<file path="src/rtl/cereal_rx.sv">
`default_nettype none
// cereal_rx: 8N1 serial receiver with 2-flop synchronizer, start-glitch reject and error pulses.
// Optional even-parity bit enabled by defining CEREAL_RX_PARITY_EN. Rev 1.0
module cereal_rx #(
   parameter int CLKS_PER_BIT = 5208
) (
   input  logic       sysclk,
   input  logic       rst_n,
   input  logic       cereal,
   output logic [7:0] data,
   output logic       valid,
   output logic       busy,
   output logic       frame_err,
   output logic       parity_err
);

   localparam logic [15:0] BIT_LAST  = 16'(CLKS_PER_BIT - 1);
   localparam logic [15:0] HALF_LAST = 16'(CLKS_PER_BIT / 2 - 1);

   typedef enum logic [2:0] {
      IDLE   = 3'd0,
      START  = 3'd1,
      DATA   = 3'd2,
`ifdef CEREAL_RX_PARITY_EN
      PARITY = 3'd3,
`endif
      STOP   = 3'd4,
      BREAK  = 3'd5
   } state_t;

   state_t      state;
   logic        sync_meta;
   logic        sync_line;
   logic [15:0] cnt;
   logic [2:0]  idx;
   logic [7:0]  shreg;
`ifdef CEREAL_RX_PARITY_EN
   logic        par_bad;
`else
   assign parity_err = 1'b0;
`endif

   always_ff @(posedge sysclk or negedge rst_n) begin
      if (!rst_n) begin
         sync_meta  <= 1'b1;
         sync_line  <= 1'b1;
         state      <= IDLE;
         cnt        <= 16'd0;
         idx        <= 3'd0;
         shreg      <= 8'h00;
         data       <= 8'h00;
         valid      <= 1'b0;
         busy       <= 1'b0;
         frame_err  <= 1'b0;
`ifdef CEREAL_RX_PARITY_EN
         parity_err <= 1'b0;
         par_bad    <= 1'b0;
`endif
      end else begin
         sync_meta  <= cereal;
         sync_line  <= sync_meta;
         valid      <= 1'b0;
         frame_err  <= 1'b0;
`ifdef CEREAL_RX_PARITY_EN
         parity_err <= 1'b0;
`endif
         case (state)
            IDLE: begin
               if (!sync_line) begin
                  state <= START;
                  cnt   <= 16'd0;
                  idx   <= 3'd0;
                  busy  <= 1'b1;
               end
            end
            START: begin
               // Re-check the line half a bit in; a pulse shorter than that is noise.
               if (cnt == HALF_LAST) begin
                  cnt <= 16'd0;
                  if (!sync_line) begin
                     state <= DATA;
                  end else begin
                     state <= IDLE;
                     busy  <= 1'b0;
                  end
               end else begin
                  cnt <= cnt + 16'd1;
               end
            end
            DATA: begin
               if (cnt == BIT_LAST) begin
                  cnt        <= 16'd0;
                  shreg[idx] <= sync_line;
                  idx        <= idx + 3'd1;
                  if (idx == 3'd7) begin
`ifdef CEREAL_RX_PARITY_EN
                     state <= PARITY;
`else
                     state <= STOP;
`endif
                  end
               end else begin
                  cnt <= cnt + 16'd1;
               end
            end
`ifdef CEREAL_RX_PARITY_EN
            PARITY: begin
               if (cnt == BIT_LAST) begin
                  cnt     <= 16'd0;
                  par_bad <= ^{shreg, sync_line};
                  state   <= STOP;
               end else begin
                  cnt <= cnt + 16'd1;
               end
            end
`endif
            STOP: begin
               if (cnt == BIT_LAST) begin
                  cnt <= 16'd0;
                  if (sync_line) begin
                     data  <= shreg;
                     valid <= 1'b1;
`ifdef CEREAL_RX_PARITY_EN
                     parity_err <= par_bad;
`endif
                     state <= IDLE;
                     busy  <= 1'b0;
                  end else begin
                     frame_err <= 1'b1;
                     state     <= BREAK;
                  end
               end else begin
                  cnt <= cnt + 16'd1;
               end
            end
            BREAK: begin
               // Wait out a held-low line so it is not mistaken for a new start bit.
               if (sync_line) begin
                  state <= IDLE;
                  busy  <= 1'b0;
               end
            end
            default: begin
               state <= IDLE;
               busy  <= 1'b0;
            end
         endcase
      end
   end

endmodule
`default_nettype wire

</file>
<file path="config.mk">
export PLATFORM = sky130hd
export DESIGN_NAME = cereal_rx
export DESIGN_NICKNAME = d
export VERILOG_FILES = /design/src/rtl/cereal_rx.sv
export SDC_FILE = /design/constraint.sdc
export NUM_CORES = 1
export LEC_CHECK = 0
export CORE_ASPECT_RATIO = 0.9
export CORE_MARGIN = 8
export CORE_UTILIZATION = 50
export CTS_CLUSTER_DIAMETER = 200
export DETAILED_ROUTE_END_ITERATION = 7
export HOLD_SLACK_MARGIN = 0.06
export PLACE_DENSITY_LB_ADDON = 0.15
export SETUP_SLACK_MARGIN = 0.2
export SLEW_MARGIN = 10
export SYNTH_ARGS = -nofsm -noshare
export SYNTH_HDL_FRONTEND = slang
export SYNTH_SLANG_ARGS = --single-unit
</file>
<file path="constraint.sdc">
create_clock -name sysclk -period 2.9 [get_ports sysclk]
set_clock_uncertainty 0.05 [all_clocks]
set_input_delay 0.725 -clock sysclk [delete_from_list [all_inputs] [get_ports sysclk]]
set_output_delay 0.725 -clock sysclk [all_outputs]
set_load 0.02 [all_outputs]
</file>
==> impl_results.md <==
* GRT Total Usage at 0.144
* Final wirelength at about 4.7 mm
* Routability cong. at about 0.8
* Drt drc at 0
* Hold Crit Depth at 0
* CP Cell Sequence: ha_1, or4bb_1, or4_4, nor3_4, nand3b_1, mux2_1
* DR pass1 iterations at 4
* Hold endpoint: sync_line
* Worst R2R Setup Slack at 380 ps
* Peak supply drop at 0.249 mV
* CTS sink cnt at 43
* GR Layer Usage met2 at 0.243
* Commonest non-fill, non-tap cell in the layout: dfrtp_1
* Worst Max-Slew Pin Slew at 933 ps
* DR vias at ~1,700
* Die area at ~6800 sq um
* Max-slew violations at 0
* Setup TNS at 0 ps
* Starting Density at 0.506
* Worst setup EP type: flop
* Die H at about 80 um
* Cell Pwr Density at 409 nW/um^2
* Worst-path clk slew at about 90 ps
* Ys Warns at 0
* Final setup viols at 0
* Worst path max stage delay at a little over 500 ps
* CTS tree: built
* GR peak layer: met2
* Core Region at 4350 sq um
* Most frequent cells in the layout: dfrtp_1 (41), nand2_1 (21), nor2_1 (16), a21oi_1 (13)
* #FFs+latches synth at 43
* CP top delay family: simple AND/OR/NAND/NOR gates
* Bufs and invs on worst path at 0
* RSZ-0062 raised after global routing: false
* GR Util met1 at 0.168
* Drt initial violations at 80
* R2R Path End: shreg[3]
* Port Buffers at 13
* Reg-to-reg startpoint: cnt[0]
* Final hold violations at 0
* N_diodes at 0
* Clock Latency Late Sink at roughly 300 ps
* MaxCap Viol Count at 0
* Area added between synthesis and finish at 12.3%
* First-pass GRT wire length at 7.79 mm
* CTS Root Cell: clkbuf_8
* Worst reg2reg path depth at 6
* Post-Syn Area per Cell at 10.1 sq um
* Vias in the first global route at about 1,700
* Leak Pwr at 0.00109 uW
* Worst Path Required at 3040 ps
* Final #Nets at 238
* Slew HR at 0.378
* Vias per cell at about 6
* Layout cells sized above 1 at 0.133
* Final Cycle Share at 0.868
* CTS Hold Bufs at 0
* Area of the multi-input gates at 1030 sq um
* Syn Std Cell Area at 2200 sq um
* Io pins at 15
* Crit start category: flop
* M3 GR Usage at 0.0433
* PostCTS Resize Cnt at 0
* Row count at 23
* Max Fclk at 397 MHz
* Syn_nets at 224
* Register Area at 1080 sq um
* Largest net degree at the start of global routing at 44
* H-tree Lvls at 2
* Antenna violations before repair at 0
* Fin util at 0.568
* Die width at around 86 um
* Status: completed
* GRT overflow at 0
* Crit path arrival time at 2660 ps
* Slowest-stage cell, CP: or4_4
* Crit path kind: reg2reg
* Count of different cell masters after synthesis at 40
* Hold WC Path Type: reg2reg
* Post-route minimum period at 2520 ps
* Fill cell count at 380
* Post-DP HPWL at approximately 3.3 mm
* CP Max Fanout at 10
* Max Root-Sink Buffers at 2
* Drt wl/cell at 15.8 um
* Post-Synthesis Cells at 218
* Sequential area share after synthesis at 0.491
* Detail Route Antenna Nets at 0
* Post-CTS Setup Inserts at 0
* Num CTS Buffers at 5
* Min-delay src: sync_meta
-- worst max path at each step --
stage / end / start / cells past startpoint / slack, ps
after floorplan: shreg[7] / cnt[7] / 7 / 470
after global placement: shreg[7] / cnt[0] / 6 / 460
after detailed placement: shreg[3] / cnt[0] / 6 / 390
after CTS: shreg[3] / cnt[0] / 6 / 380
after global routing: shreg[7] / cnt[0] / 6 / 270
final: shreg[3] / cnt[0] / 6 / 380
-- logic make-up (layout without fill, tap and decap cells) --
group / after synthesis / count (layout) / share of synthesized area
simple gates: 86 / 86 / 0.222
compound gates: 50 / 50 / 0.143
flops: 43 / 43 / 0.491
buf+inv: 18 / 33 / 0.0404
mux: 15 / 15 / 0.0769
fa+ha+maj: 3 / 3 / 0.0171
xor+xnor: 2 / 2 / 0.00797
other cells: 1 / 1 / 0.00171
-- power by group --
group	total [uW]	leakage [uW]	internal, uW	switching [uW]
sequential	604	0.000574	602	2.79
clock	389	0.0000408	172	217
combinational	15.3	0.000479	1.98	13.3
-- stage by stage --
step	setup slack (ps)	total power [uW]	area (sq um)	hold slack [ps]	cells
after CTS	380	1020	2470	314	295
final	382	1010	2470	312	295
after detailed placement	390	633	2370	302	287
after floorplan	472	619	2200	295	218
after global placement	462	632	2370	296	287
after global routing	265	1050	2470	323	295
-- cell type report --
| class | instances | share of cell area |
|---|---|---|
| inverters | 7 | 0.0106 |
| repair buffers | 18 | 0.0659 |
| clock buffers | 5 | 0.0279 |
| clock inverters | 3 | 0.00963 |
| multi-input cells | 157 | 0.417 |
| flip-flops and latches | 43 | 0.437 |
| well taps | 62 | 0.0314 |
-- state kept, by name, summed over array words and instances (netlist names) --
register	count
shreg	8
sync_line	1
busy	1
sync_meta	1
data	8
cnt	16
idx	3
valid	1
state	3
frame_err	1
-- synthesized netlist by cell type, drive strengths merged --
library cell,n,area [sq um]
or4bb,4,45.0
a221o,1,10.0
and3,4,25.0
o31ai,1,7.51
nor3,7,46.3
nor3b,2,15.0
a2111oi,1,8.76
buf,5,40.0
dfstp,2,52.6
ha,3,37.5
o2bb2ai,1,8.76
a21oi,13,65.1
nor4,2,12.5
dfrtp,41,1030
nor2,16,60.1
a31oi,12,75.1
o21bai,1,7.51
nor4bb,3,30.0
nand2,21,78.8
or4,2,22.5
nand3,9,45.0
a41oi,2,17.5
a22o,6,52.6
nand4,3,18.8
o21ai,11,55.1
or3,1,6.26
nor2b,2,12.5
o22ai,1,6.26
or3b,1,8.76
nand3b,4,30.0
inv,7,26.3
mux2,15,169
clkbuf,6,22.5
xnor2,2,17.5
nand2b,5,31.3
conb,1,3.75
-- layer usage --
metal	up-vias	share of wire
met5	-	0
met4	0	0.020
met3	8	0.043
met2	46	0.51
met1	858	0.43
li1	821	-
Note: power is estimated with default switching activity, not from simulation.
